--- config.mk ---
export PLATFORM = sky130hd
export DESIGN_NAME = data_bus_initiator
export DESIGN_NICKNAME = d
export VERILOG_FILES = /design/src/rtl/data_bus_initiator_pkg.sv /design/src/rtl/data_bus_pending_fifo.sv /design/src/rtl/data_bus_initiator.sv
export SDC_FILE = /design/constraint.sdc
export NUM_CORES = 1
export LEC_CHECK = 0
export ABC_CLOCK_PERIOD_IN_PS = 3350
export BUFFER_PORTS_ARGS = -buffer_cell sky130_fd_sc_hd__clkbuf_2
export CAP_MARGIN = 20
export CORE_MARGIN = 5
export CORE_UTILIZATION = 45
export DETAILED_ROUTE_END_ITERATION = 8
export PLACE_DENSITY = 0.82
export SLEW_MARGIN = 20
export SYNTH_ARGS = -nofsm -noshare
export SYNTH_HDL_FRONTEND = slang
export SYNTH_SLANG_ARGS = --single-unit
--- constraint.sdc ---
create_clock -name clock -period 3.35 [get_ports clock]
set_clock_uncertainty 0.15 [all_clocks]
set_input_delay 0.1675 -clock clock [delete_from_list [all_inputs] [get_ports clock]]
set_output_delay 0.1675 -clock clock [all_outputs]
set_load 0.01 [all_outputs]
--- src/rtl/data_bus_initiator_pkg.sv ---
// Shared constants, pending-load entry type and load/store helpers for the data bus initiator.
// Configuration: DATA_BUS_INITIATOR_STATS_EN (see data_bus_initiator.sv) adds request statistics counters.
package data_bus_initiator_pkg;

    localparam logic [2:0] F3_LB  = 3'b000;
    localparam logic [2:0] F3_LH  = 3'b001;
    localparam logic [2:0] F3_LW  = 3'b010;
    localparam logic [2:0] F3_LBU = 3'b100;
    localparam logic [2:0] F3_LHU = 3'b101;
    localparam logic [2:0] F3_SB  = 3'b000;
    localparam logic [2:0] F3_SH  = 3'b001;
    localparam logic [2:0] F3_SW  = 3'b010;

    typedef struct packed {
        logic [2:0] funct3;
        logic [1:0] lane;
    } pend_entry_t;

    // Store encodings are a subset of the load encodings, so one table covers both.
    function automatic logic is_legal(input logic is_store, input logic [2:0] f3, input logic [1:0] lane);
        logic ok;
        case (f3)
            F3_LB:   ok = 1'b1;
            F3_LH:   ok = ~lane[0];
            F3_LW:   ok = (lane == 2'b00);
            F3_LBU:  ok = ~is_store;
            F3_LHU:  ok = ~is_store & ~lane[0];
            default: ok = 1'b0;
        endcase
        return ok;
    endfunction

    function automatic logic [31:0] extract_load(input pend_entry_t e, input logic [31:0] word);
        logic [7:0]  b;
        logic [15:0] h;
        logic [31:0] r;
        case (e.lane)
            2'b00:   b = word[7:0];
            2'b01:   b = word[15:8];
            2'b10:   b = word[23:16];
            2'b11:   b = word[31:24];
            default: b = 8'h00;
        endcase
        h = e.lane[1] ? word[31:16] : word[15:0];
        case (e.funct3)
            F3_LB:   r = {{24{b[7]}}, b};
            F3_LH:   r = {{16{h[15]}}, h};
            F3_LW:   r = word;
            F3_LBU:  r = {24'h000000, b};
            F3_LHU:  r = {16'h0000, h};
            default: r = 32'h0000_0000;
        endcase
        return r;
    endfunction

endpackage

--- src/rtl/data_bus_pending_fifo.sv ---
// In-order FIFO of outstanding load descriptors; synchronous push/pop, async active-high reset.
module data_bus_pending_fifo #(
    parameter int WIDTH = 5,
    parameter int DEPTH = 4
) (
    input  logic             clock,
    input  logic             reset,
    input  logic             push,
    input  logic [WIDTH-1:0] push_data,
    input  logic             pop,
    output logic [WIDTH-1:0] pop_data,
    output logic             full,
    output logic             empty
);

    localparam int PTR_W = (DEPTH > 1) ? $clog2(DEPTH) : 1;
    localparam int CNT_W = $clog2(DEPTH + 1);

    logic [WIDTH-1:0] mem_r [0:(2**PTR_W)-1];
    logic [PTR_W-1:0] wr_ptr_r;
    logic [PTR_W-1:0] rd_ptr_r;
    logic [CNT_W-1:0] count_r;
    logic             push_s;
    logic             pop_s;

    assign full     = (count_r == CNT_W'(DEPTH));
    assign empty    = (count_r == CNT_W'(0));
    assign push_s   = push && !full;
    assign pop_s    = pop && !empty;
    assign pop_data = mem_r[rd_ptr_r];

    // Storage, wrapping pointers and occupancy count.
    always_ff @(posedge clock or posedge reset) begin
        if (reset) begin
            for (int i = 0; i < 2**PTR_W; i++) begin
                mem_r[i] <= '0;
            end
            wr_ptr_r <= '0;
            rd_ptr_r <= '0;
            count_r  <= '0;
        end else begin
            if (push_s) begin
                mem_r[wr_ptr_r] <= push_data;
                wr_ptr_r        <= wr_ptr_r + PTR_W'(1);
            end
            if (pop_s) begin
                rd_ptr_r <= rd_ptr_r + PTR_W'(1);
            end
            case ({push_s, pop_s})
                2'b10:   count_r <= count_r + CNT_W'(1);
                2'b01:   count_r <= count_r - CNT_W'(1);
                default: count_r <= count_r;
            endcase
        end
    end

endmodule

--- src/rtl/data_bus_initiator.sv ---
// Core-side load/store initiator for the word-wide data memory bus with in-order load tracking.
// Define DATA_BUS_INITIATOR_STATS_EN to add stat_loads / stat_stores / stat_stall_cycles outputs.
module data_bus_initiator
    import data_bus_initiator_pkg::*;
#(
    parameter int MAX_PENDING = 4
) (
    input  logic        clock,
    input  logic        reset,
    input  logic        req_valid,
    output logic        req_ready,
    input  logic        req_is_store,
    input  logic [2:0]  req_funct3,
    input  logic [31:0] req_address,
    input  logic [31:0] req_store_data,
    output logic        resp_valid,
    output logic [31:0] resp_data,
    output logic        misaligned,
    output logic [31:0] bus_address,
    output logic [31:0] bus_write_data,
    output logic [3:0]  bus_byte_enable,
    output logic        bus_read_enable,
    output logic        bus_write_enable,
    input  logic        bus_wait_req,
    input  logic [31:0] bus_read_data,
    input  logic        bus_valid
`ifdef DATA_BUS_INITIATOR_STATS_EN
    ,
    output logic [31:0] stat_loads,
    output logic [31:0] stat_stores,
    output logic [31:0] stat_stall_cycles
`endif
);

    logic        legal_s;
    logic [1:0]  lane_s;
    logic        fifo_full_s;
    logic        fifo_empty_s;
    logic        push_s;
    logic        pop_s;
    pend_entry_t push_entry_s;
    pend_entry_t head_s;
    logic        resp_valid_r;
    logic [31:0] resp_data_r;

    // Request decode, lane steering and bus/handshake drive.
    always_comb begin
        lane_s           = req_address[1:0];
        legal_s          = is_legal(req_is_store, req_funct3, lane_s);
        bus_address      = {req_address[31:2], 2'b00};
        bus_byte_enable  = 4'b0000;
        bus_write_data   = 32'h0000_0000;
        case (req_funct3[1:0])
            2'b00: begin
                bus_byte_enable = 4'b0001 << lane_s;
                bus_write_data  = {4{req_store_data[7:0]}};
            end
            2'b01: begin
                bus_byte_enable = 4'b0011 << {lane_s[1], 1'b0};
                bus_write_data  = {2{req_store_data[15:0]}};
            end
            2'b10: begin
                bus_byte_enable = 4'b1111;
                bus_write_data  = req_store_data;
            end
            default: begin
                bus_byte_enable = 4'b0000;
                bus_write_data  = 32'h0000_0000;
            end
        endcase
        bus_read_enable  = req_valid && !req_is_store && legal_s && !fifo_full_s;
        bus_write_enable = req_valid && req_is_store && legal_s;
        misaligned       = req_valid && !legal_s;
        // Illegal requests are consumed immediately so the core does not hang on them.
        if (!legal_s) begin
            req_ready = 1'b1;
        end else if (req_is_store) begin
            req_ready = !bus_wait_req;
        end else begin
            req_ready = !bus_wait_req && !fifo_full_s;
        end
        push_s              = req_valid && !req_is_store && legal_s && !bus_wait_req && !fifo_full_s;
        pop_s               = bus_valid && !fifo_empty_s;
        push_entry_s.funct3 = req_funct3;
        push_entry_s.lane   = lane_s;
    end

    data_bus_pending_fifo #(
        .WIDTH ($bits(pend_entry_t)),
        .DEPTH (MAX_PENDING)
    ) u_pending (
        .clock     (clock),
        .reset     (reset),
        .push      (push_s),
        .push_data (push_entry_s),
        .pop       (pop_s),
        .pop_data  (head_s),
        .full      (fifo_full_s),
        .empty     (fifo_empty_s)
    );

    // Load response register: one-cycle pulse holding the extended result.
    always_ff @(posedge clock or posedge reset) begin
        if (reset) begin
            resp_valid_r <= 1'b0;
            resp_data_r  <= 32'h0000_0000;
        end else begin
            resp_valid_r <= pop_s;
            if (pop_s) begin
                resp_data_r <= extract_load(head_s, bus_read_data);
            end else begin
                resp_data_r <= resp_data_r;
            end
        end
    end

    assign resp_valid = resp_valid_r;
    assign resp_data  = resp_data_r;

`ifdef DATA_BUS_INITIATOR_STATS_EN
    logic [31:0] stat_loads_r;
    logic [31:0] stat_stores_r;
    logic [31:0] stat_stall_r;

    // Free-running statistics counters; wrap naturally at 2^32.
    always_ff @(posedge clock or posedge reset) begin
        if (reset) begin
            stat_loads_r  <= 32'h0000_0000;
            stat_stores_r <= 32'h0000_0000;
            stat_stall_r  <= 32'h0000_0000;
        end else begin
            if (push_s) begin
                stat_loads_r <= stat_loads_r + 32'd1;
            end
            if (bus_write_enable && !bus_wait_req) begin
                stat_stores_r <= stat_stores_r + 32'd1;
            end
            if (req_valid && !req_ready) begin
                stat_stall_r <= stat_stall_r + 32'd1;
            end
        end
    end

    assign stat_loads        = stat_loads_r;
    assign stat_stores       = stat_stores_r;
    assign stat_stall_cycles = stat_stall_r;
`endif

endmodule

# Word level (Yosys, flattened, before mapping)
# Index checks and enable logic that the tools add are counted.
classes:
  n_addsub: 4
  magnitude_cmp: 3
  eq_ne: 16
  shift: 2
  n_mux: 15
  bitwise_logic: 5
  reduce_logical: 25
op_table:
  columns: ["cell", "count"]
  rows:
  - ["$pmux W32 S5", 1]
  - ["$pmux W32 S3", 1]
  - ["$pmux W8 S4", 1]
  - ["$bwmux W20", 1]
  - ["$mux W16", 1]
  - ["$eq A3 B3 Y1 const B", 5]
  - ["$mux W5", 3]
  - ["$logic_and A1 B1 Y1", 13]
  - ["$pmux W4 S3", 1]
  - ["$bmux W5 S2", 1]
  - ["$demux W5 S2", 1]
  - ["$logic_not A3 Y1", 3]
  - ["$eq A2 B2 Y1 const B", 4]
  - ["$eq A2 B1 Y1 const B", 3]
  - ["$eq A3 B1 Y1 const B", 2]
  - ["$eq A3 B2 Y1 const B", 2]
  - ["$ge A3 B3 Y1 const B", 2]
  - ["$logic_not A2 Y1", 3]
  - ["$not A2 Y3", 2]
  - ["$pmux W3 S2", 1]
  - ["$logic_not A1 Y1", 5]
  - ["$pmux W1 S5", 1]
  - ["$add A2 B1 Y2 const B", 2]
  - ["$shl A1 B2 Y4 const A", 1]
  - ["other kinds (8)", 10]
word_totals:
  ff_bits: 60
  output_inout_bits: 105

# Longest topological paths before layout
# Gate-level depths: netlist of the first run.
depth:
  depth_word: 9
  mapped_depth: 12

# Modules after synthesis
# Synthesis of the first run repeated with hierarchy kept, for this count alone.
hier_totals:
  cells_unflattened: 395
  hier_area_um2: 3842.4
by_module_without_submodules:
  columns: ["mod", "n_inst", "cells_per_inst", "area_per_inst_um2"]
  rows:
  - ["data_bus_initiator", 1, 307, 2562.5]
  - ["data_bus_pending_fifo", 1, 88, 1280.0]

# Least setup slack after synthesis of the first run
# Ideal clock, no wire load.
synth_timing:
  path_type: "register -> register"
  startpoint: "register u_pending.count_r[2]"
  endpoint: "register u_pending.count_r[2]"
  arrival_time_ps: 2353
  slack_ps: 721
  stages_incl_launch_ff: 11
  path_buffers: 2
  period_less_slack_ps: 2629
  cell_sequence: "dfrtp_1 > o31ai_1 > clkbuf_1 > clkinv_1 > clkbuf_1 > ha_1 > inv_1 > fa_1 > xor2_1 > nor2_1 > xor2_1"
synth_between:
  elab_chain_len: 6
synth_lines:
  columns: ["element", "line", "rtl"]
  rows:
  - ["start, declared", "data_bus_pending_fifo.sv:22", "logic [CNT_W-1:0] count_r;"]
  - ["start signal, assigned", "data_bus_pending_fifo.sv:50", "2'b10: count_r <= count_r + CNT_W'(1);"]
  - ["start signal, assigned", "data_bus_pending_fifo.sv:51", "2'b01: count_r <= count_r - CNT_W'(1);"]
  - ["start signal, assigned", "data_bus_pending_fifo.sv:52", "default: count_r <= count_r;"]
  - ["$logic_not A3 Y1 *", "data_bus_pending_fifo.sv:27", "assign empty = (count_r == CNT_W'(0));"]
  - ["$logic_not A1 Y1 *", "data_bus_initiator.sv:83", "pop_s = bus_valid && !fifo_empty_s;"]
  - ["$logic_and A1 B1 Y1 *", "data_bus_initiator.sv:83", null]
  - ["named net pop_s", "data_bus_initiator.sv:40", "logic pop_s;"]
  - ["$logic_and A1 B1 Y1 *", "data_bus_pending_fifo.sv:29", "assign pop_s = pop && !empty;"]
  - ["$eq A2 B1 Y1 / $eq A2 B2 Y1 (equally long branches)", "data_bus_pending_fifo.sv:49", "case ({push_s, pop_s})"]
  - ["$pmux W3 S2 / $reduce_bool A2 Y1 (equally long branches)", null, null]
# The timed path passes the listed nets; every way through them passes the cells marked *.
# A chain may end at the register's enable or synchronous reset.

# Worst setup path in the final report of the first run
layout_timing:
  startpoint: "register u_pending.rd_ptr_r[0]"
  endpoint: "register resp_data_r[1], in the netlist resp_data[1]"
layout_between:
  elab_chain_len: 7
layout_lines:
  columns: ["element", "line", "rtl"]
  rows:
  - ["start, declared", "data_bus_pending_fifo.sv:21", "logic [PTR_W-1:0] rd_ptr_r;"]
  - ["start signal, assigned", "data_bus_pending_fifo.sv:47", "rd_ptr_r <= rd_ptr_r + PTR_W'(1);"]
  - ["$not A2 Y3 (not written as such) *", "data_bus_pending_fifo.sv:30", "assign pop_data = mem_r[rd_ptr_r];"]
  - ["$bmux W5 S2 *", "data_bus_pending_fifo.sv:30", null]
  - ["$mux W5 (not written as such) * (2 in a row)", "data_bus_pending_fifo.sv:30", null]
  - ["$eq A2 B2 Y1, or another cell as far along", "data_bus_initiator_pkg.sv:37", "case (e.lane)"]
  - ["$pmux W8 S4", "data_bus_initiator_pkg.sv:37", null]
  - ["$pmux W32 S5 *", "data_bus_initiator_pkg.sv:45", "case (e.funct3)"]
  - ["end signal, assigned", "data_bus_initiator.sv:110", "resp_data_r <= extract_load(head_s, bus_read_data);"]
  - ["end signal, assigned", "data_bus_initiator.sv:112", "resp_data_r <= resp_data_r;"]
  - ["end, declared", "data_bus_initiator.sv:44", "logic [31:0] resp_data_r;"]
# Mark *: on every way between the ends. The rest lies on a longest branch, timed or not. The select of a mux whose other input is x is not followed.

==> results of run 1 <==
-- cell usage after synthesis, drive strengths merged --
library cell  number
a211o              5
a21boi             1
a21o               8
a21oi             29
a221o              2
a221oi             8
a222oi             1
a22o               5
a31oi              1
and2               9
and3               2
and4b              1
buf               43
clkbuf            13
clkinv             1
conb               1
dfrtp             60
fa                 1
ha                 5
inv               11
mux2              21
mux2i             11
mux4               6
nand2             36
nand2b             3
nand3             32
nand3b             1
nor2              24
nor2b              9
nor3               2
nor3b              2
nor4b              1
o21a               2
o21ai             23
o22ai              1
o31ai              1
o41ai              1
or2                2
xnor2              4
xor2               2
-- kinds of logic after synthesis --
kind of cell             count (synthesis)  synth area share, %
adder cells (fa/ha/maj)                  6                 2.23
AO/OA/AOI/OAI                           88                 15.1
multiplexers                            38                 13.0
XOR/XNOR                                 6                 1.42
buffers and inverters                   68                 11.0
other                                    1                0.101
AND/OR/NAND/NOR                        124                 16.7
flip-flops                              60                 40.5
-- flip-flops by register name (all words and copies together) (netlist names) --
signal	flops
u_pending.count_r	3
u_pending.rd_ptr_r	2
resp_data	32
resp_valid	1
u_pending.mem_r	20
u_pending.wr_ptr_r	2
-- power groups by stage --
stage	Combinational, uW	Sequential (uW)	Clock (uW)
2_1_floorplan	1310	1320	0
3_3_place_gp	1730	1310	0
3_5_place_dp	1800	1330	0
4_1_cts	1850	1320	617
5_1_grt	2050	1360	661
6_report	1860	1320	613
-- layer usage --
layer | part of all wire, % | global-route usage [%]
met5 | 0 | 0
met4 | 4.7 | 11.4
met3 | 10 | 7.34
met2 | 47 | 38.0
met1 | 38 | 24.8
-- area by class of cell --
| class | count | share of cell area, % |
|---|---|---|
| Clock buffer | 13 | 3.60 |
| Sequential cell | 60 | 32.0 |
| Tap cell | 105 | 2.80 |
| Clock inverter | 3 | 0.427 |
| Multi-Input combinational cell | 264 | 38.8 |
| Timing Repair Buffer | 175 | 21.4 |
| Inverter | 12 | 0.961 |
-- worst max-delay path, stage by stage, from the launching register on --
cell,delay (ns)
dfrtp_1,0.56
mux4_2,0.64
nor3b_4,0.22
buf_4,0.25
a21oi_1,0.06
nor2_1,0.37
a221o_1,0.26
dlygate4sd3_1,0.57
-- stage by stage --
step | cell area (sq um) | util, % | total power, uW | setup slack [ns] | hold slack [ns]
3_3_place_gp | 4270 | 52.5 | 3040 | 0.809 | 0.141
2_1_floorplan | 3710 | - | 2630 | 0.721 | 0.142
4_1_cts | 4680 | 57.6 | 3780 | 0.180 | 0.00154
3_5_place_dp | 4270 | 52.5 | 3130 | 0.706 | 0.145
5_1_grt | 4690 | 57.6 | 4070 | 0.0952 | 0.00661
6_report | 4690 | 57.6 | 3800 | 0.214 | 0.00771
-- worst max-delay path by stage --
stage,slack (ns),cells past startpoint,end,from
6_report,0.21,7,resp_data[1],u_pending.rd_ptr_r[0]
5_1_grt,0.1,7,resp_data[1],u_pending.rd_ptr_r[0]
4_1_cts,0.18,6,resp_data[1],u_pending.rd_ptr_r[0]
3_5_place_dp,0.71,10,u_pending.count_r[2],req_address[0]
3_3_place_gp,0.81,5,resp_data[1],u_pending.rd_ptr_r[0]
2_1_floorplan,0.72,10,u_pending.count_r[2],u_pending.count_r[2]
-- timing repair --
action                                 4_1_cts  5_1_grt
setup endpoints to repair                    0        1
hold buffers                                22        0
resized for setup                            0        1
endpoints found under the hold margin       53        0
==> results.ini, run 1 <==
[job]
cap_violations = 0

[global_routing]
grt.total_usage_pct = 22.3
grt-ovfl-total = 0
antenna_found_initial = 0
grt_pass1_wl_um = 17600
grt_start_max_net_pins = 39
grt_pass1_vias = 3637

[finish]
diodes = 0
final_common_cell = clkbuf_2
nNetsFinal = 633
regArea_sq_um = 1500
stdcell_count = 632
multi_input_area_sq_um = 1820
syn_to_final_growth_pct = 26.4
layout_common_cells = clkbuf_2 (147), dfrtp_1 (60), nand2_1 (36), nand3_1 (32), a21oi_1 (29)
drive_above_1_share_pct = 38.5
fillers = 682

[sta]
hold_viol_final = 0
finalCritPeriodShare_pct = 93.6
setup_viol = 0
slew_violations = 0
min_period_ns = 3.14
setup_tns_ns = 0
rsz0062_at_grt = false
worst_pin_slew_ns = 0.697
fmax_mhz = 319
slew_headroom_pct = 53.5

[worst_setup_path]
reg2reg_slack_ns = 0.21
cp_data_required_time_ns = 3.48
r2r_end = resp_data[1]
crit_path_max_fanout = 18
r2r_start = u_pending.rd_ptr_r[0]
r2r_cells = 7
startpoint_type = register
critPathKind = reg -> reg
arrival_ns = 3.27
critPathCaptureType = register

[yosys]
ys_seq_area_share_pct = 40.5
syn_area_sq_um = 3710
ys_top_cells_by_area = dfrtp_1 (40%), buf_4 (6.9%), mux2_2 (6.4%), nand3_1 (4.3%), a21oi_1 (3.9%)
netlist_instances = 391
avgSynthCellArea_sq_um = 9.48
yosys.area.top_type = dfrtp_1
synth.top_cell.area_share_pct = 40.5
ys_ff_latch = 60
yosys_warnings = 0
yosysUniqueCellTypes = 46

[hold_path]
whs_endpoint = resp_data[6]
hold_start = bus_read_data[14]
hold_class = in -> reg
holdPathStages = 3

[floorplanning]
dieArea_sq_um = 10200
ios = 210
coreArea_sq_um = 8130
initial_core_util_pct = 45.6
rows = 33
die_x_um = 101
fp.dieH_um = 101

[placed_design]
dp_hpwl_um = 8190
place.gp.congestion = 0.971
port_buffers = 147
dp.cells = 594

[power_and_ir_drop]
p_sw_uw = 1550
power_frac_seq_pct = 34.8
peakVddDrop_v = 0.000304
p_comb_share_pct = 49.0
p_per_area_nw_per_um2 = 810
clkPwrFrac_pct = 16.2
p_leak_uw = 0.00243
power.share.switching_pct = 40.8
p_int_uw = 2250

[clocking]
clockBufferDepth = 2
clk_latency_ns = 0.34
cts_tree = built
cts_buffers = 9
root_buffer = clkbuf_8
htreeDepth = 3
cts_sinks = 60
cts_setup_buffers = 0
clk_pin_slew_worst_paths_ns = 0.07

[detailed_routing]
route.detailed.drc = 0
wirelength_um = 11100
drt_iter0_drc = 201
vias_per_cell = 5.52
via_count = 3488
drtPass1Iterations = 5
wl_per_cell_um = 17.5
ant_nets = 0

[status]
status = finished, final reports clean

Note: power is estimated with default switching activity, not from simulation.
==> run 2, diff against run 1 <==
- ABC_AREA: unset -> 1
- CORE_UTILIZATION: 45 -> 47
- PLACE_DENSITY: 0.82 -> 0.83
==> results.ini, run 2 <==
[power_and_ir_drop]
clkPwrFrac_pct = 17.1  ; was 16.2%
p_sw_uw = 1950  ; was 1550 uW
power.share.switching_pct = 46.5  ; was 40.8%
p_leak_uw = 0.00298  ; was 0.00243 uW
peakVddDrop_v = 0.000291  ; was 0.000304 V
power_frac_seq_pct = 30.0  ; was 34.8%
p_per_area_nw_per_um2 = 850  ; was 810 nW/um^2
p_comb_share_pct = 52.8  ; was 49.0%
p_int_uw = 2250  ; about the same

[sta]
slew_headroom_pct = 37.6  ; was 53.5%
finalCritPeriodShare_pct = 77.5  ; was 93.6%
setup_tns_ns = 0  ; unchanged
hold_viol_final = 0  ; unchanged
fmax_mhz = 385  ; was 319 MHz
rsz0062_at_grt = false  ; unchanged
worst_pin_slew_ns = 0.935  ; was 0.697 ns
min_period_ns = 2.60  ; was 3.14 ns
slew_violations = 0  ; unchanged
setup_viol = 0  ; unchanged

[floorplanning]
rows = 34  ; was 33
fp.dieH_um = 104  ; was 101 um
coreArea_sq_um = 8680  ; was 8130 sq um
ios = 210  ; unchanged
initial_core_util_pct = 47.8  ; was 45.6%
die_x_um = 104  ; was 101 um
dieArea_sq_um = 10800  ; was 10200 sq um

[finish]
largest_reg_flops = 32  ; unchanged
final_common_cell = nand2_1  ; was clkbuf_2
diodes = 0  ; unchanged
regArea_sq_um = 1500  ; unchanged
syn_to_final_growth_pct = 19.4  ; was 26.4%
multi_input_area_sq_um = 2080  ; was 1820 sq um
drive_above_1_share_pct = 25.7  ; was 38.5%
nNetsFinal = 850  ; was 633
fillers = 853  ; was 682
stdcell_count = 852  ; was 632
layout_common_cells = nand2_1 (272), clkbuf_2 (147), dfrtp_1 (60), inv_1 (53), nor2_1 (52)  ; was clkbuf_2 (147), dfrtp_1 (60), nand2_1 (36), nand3_1 (32), a21oi_1 (29)

[hold_path]
hold_start = bus_read_data[3]  ; was bus_read_data[14]
hold_class = in -> reg  ; unchanged

[job]
cap_violations = 0  ; unchanged

[global_routing]
grt_start_max_net_pins = 42  ; was 39
grt.total_usage_pct = 21.5  ; was 22.3%
grt-ovfl-total = 0  ; unchanged
grt_pass1_wl_um = 19400  ; was 17600 um
antenna_found_initial = 0  ; unchanged
grt_pass1_vias = 4180  ; was 3637

[yosys]
ys_ff_latch = 60  ; unchanged
netlist_instances = 622  ; was 391
yosys_warnings = 0  ; unchanged
ys_seq_area_share_pct = 36.2  ; was 40.5%
syn_area_sq_um = 4140  ; was 3710 sq um
yosys.area.top_type = dfrtp_1  ; unchanged
synthArstFlopShare_pct = 100  ; unchanged
avgSynthCellArea_sq_um = 6.66  ; was 9.48 sq um
synth-edff-count = 0  ; unchanged
ys_top_cells_by_area = dfrtp_1 (36%), nand2_1 (25%), buf_4 (6.2%), nand3_1 (5.2%), o21ai_0 (5.2%)  ; was dfrtp_1 (40%), buf_4 (6.9%), mux2_2 (6.4%), nand3_1 (4.3%), a21oi_1 (3.9%)
yosys-top-cells-count = nand2_1 (272), dfrtp_1 (60), inv_1 (54)  ; was dfrtp_1 (60), nand2_1 (36), buf_4 (34)
synth.top_cell.area_share_pct = 36.2  ; was 40.5%
yosysMostFrequentCell = nand2_1  ; was dfrtp_1
yosysUniqueCellTypes = 34  ; was 46
synth_ff_type = dfrtp_1  ; unchanged

[worst_setup_path]
crit_family = simple AND/OR/NAND/NOR gates  ; was buffers and inverters
critical_path.startpoint = u_pending.count_r[0]  ; was u_pending.rd_ptr_r[0]
arrival_ns = 2.66  ; was 3.27 ns
crit_top_cell = nor3_1
cp_data_required_time_ns = 3.42  ; was 3.48 ns
r2r_cells = 11  ; was 7
crit_cells = 11  ; was 7
crit_path_max_incr_delay_ns = 0.41  ; was 0.64 ns
cp_slowest_cell = dfrtp_1  ; was mux4_2
startpoint_type = register  ; unchanged
reg2reg_slack_ns = 0.75  ; was 0.21 ns
critPathCaptureType = register  ; unchanged
r2r_start = u_pending.count_r[0]  ; was u_pending.rd_ptr_r[0]
crit_path_max_fanout = 5  ; was 18
crit_path_cell_trace = nor3_1, nor3_1, buf_4, and2_1, nand2_1, ha_1, inv_1, fa_1, a21oi_1, o21ai_0, xor2_1  ; was mux4_2, nor3b_4, buf_4, a21oi_1, nor2_1, a221o_1, dlygate4sd3_1
path_buf_inv = 2  ; unchanged
endpoint = u_pending.count_r[2]  ; was resp_data[1]
critPathKind = reg -> reg  ; unchanged
r2r_end = u_pending.count_r[2]  ; was resp_data[1]

[clocking]
clk_latency_ns = 0.35  ; was 0.34 ns
postCtsHoldBufs = 3  ; was 22
cts_buffers = 9  ; unchanged
cts_tree = built  ; unchanged
cts_sinks = 60  ; unchanged
clockBufferDepth = 2  ; unchanged
htreeDepth = 3  ; unchanged
cts-resized-gates = 0  ; unchanged
root_buffer = clkbuf_8  ; unchanged
clk_pin_slew_worst_paths_ns = 0.06  ; was 0.07 ns
cts_setup_buffers = 0  ; unchanged

[detailed_routing]
wl_per_cell_um = 13.7  ; was 17.5 um
wirelength_um = 11600  ; was 11100 um
via_count = 4262  ; was 3488
ant_nets = 0  ; unchanged
drtPass1Iterations = 5  ; unchanged
drt_iter0_drc = 242  ; was 201
vias_per_cell = 5.00  ; was 5.52
route.detailed.drc = 0  ; unchanged

[status]
status = finished, final reports clean  ; unchanged

[placed_design]
port_buffers = 147  ; unchanged
place.gp.congestion = 0.877  ; was 0.971
dp_hpwl_um = 8910  ; was 8190 um
dp.cells = 833  ; was 594

## run 2: changes by cell type after synthesis, moves of 9 or more
| cell | before | now |
|---|---|---|
| nor2b_1 | 9 | 0 |
| nor2_1 | 24 | 52 |
| mux2_2 | 21 | 0 |
| o21ai_0 | 22 | 43 |
| mux2i_1 | 11 | 0 |
| nand3_1 | 32 | 43 |
| inv_1 | 11 | 54 |
| nand2_1 | 36 | 272 |
| a21oi_1 | 29 | 2 |
## run 2: area by class of cell
cell class / instances / area share [%]
tap: 108 / 2.73
inverter: 59 / 4.48
multi-input combinational: 455 / 42.0
sequential: 60 / 30.3
clock inverter: 5 / 1.52
timing repair buffer: 154 / 16.1
clock buffer: 11 / 2.86
## run 2: per-layer routing
| metal | GRT usage, % | share of wire [%] | vias up |
|---|---|---|---|
| met5 | 0 | 0 | - |
| met4 | 11.9 | 4.4 | 0 |
| met3 | 5.90 | 7.1 | 57 |
| met2 | 35.1 | 48 | 190 |
| met1 | 25.4 | 40 | 1896 |
| li1 | - | - | 2119 |
## run 2: worst min path at each step
| stage | endpoint | slack, ns | depth (start not counted) |
|---|---|---|---|
| floorplan | resp_data[0] | 0.23 | 4 |
| global placement | resp_data[27] | 0.19 | 2 |
| detailed placement | bus_address[12] | 0.19 | 0 |
| CTS | resp_data[3] | 0.01 | 5 |
| global route | resp_data[3] | 0.03 | 5 |
| finish | resp_data[3] | 0.02 | 5 |
## run 2: cells by family after synthesis
kind of cell	count (synthesis)	share of synthesized area [%]
buffers and inverters	108	13.7
flip-flops	60	36.2
AO/OA/AOI/OAI	53	6.70
adder cells (fa/ha/maj)	6	1.99
XOR/XNOR	5	1.06
other	1	0.0905
AND/OR/NAND/NOR	389	40.2
## run 2: worst reg2reg max path: cells and delay by family (launching register included)
kind | cells | cell delay [ns]
AND/OR/NAND/NOR | 4 | 0.69
adder cells (fa/ha/maj) | 2 | 0.55
flip-flops | 1 | 0.41
AO/OA/AOI/OAI | 2 | 0.28
buffers and inverters | 2 | 0.24
XOR/XNOR | 1 | 0.16
## run 2: through the flow
| step | setup WS (ns) | area [sq um] | power (uW) | hold slack [ns] | utilization (%) |
|---|---|---|---|---|---|
| global placement | 0.887 | 4700 | 3410 | 0.185 | 54.2 |
| detailed placement | 0.749 | 4700 | 3470 | 0.185 | 54.2 |
| CTS | 0.740 | 4950 | 4220 | 0.0147 | 57.0 |
| floorplan | 0.951 | 4150 | 2970 | 0.230 | - |
| finish | 0.754 | 4950 | 4200 | 0.0233 | 57.0 |
| global route | 0.514 | 4950 | 4600 | 0.0296 | 57.0 |
## run 2: power by group through the flow
| stage | Sequential [uW] | Combinational, uW | Clock, uW |
|---|---|---|---|
| 6_report | 1260 | 2220 | 720 |
| 3_5_place_dp | 1270 | 2200 | 0 |
| 4_1_cts | 1260 | 2230 | 737 |
| 5_1_grt | 1300 | 2540 | 759 |
| 2_1_floorplan | 1290 | 1670 | 0 |
| 3_3_place_gp | 1250 | 2150 | 0 |
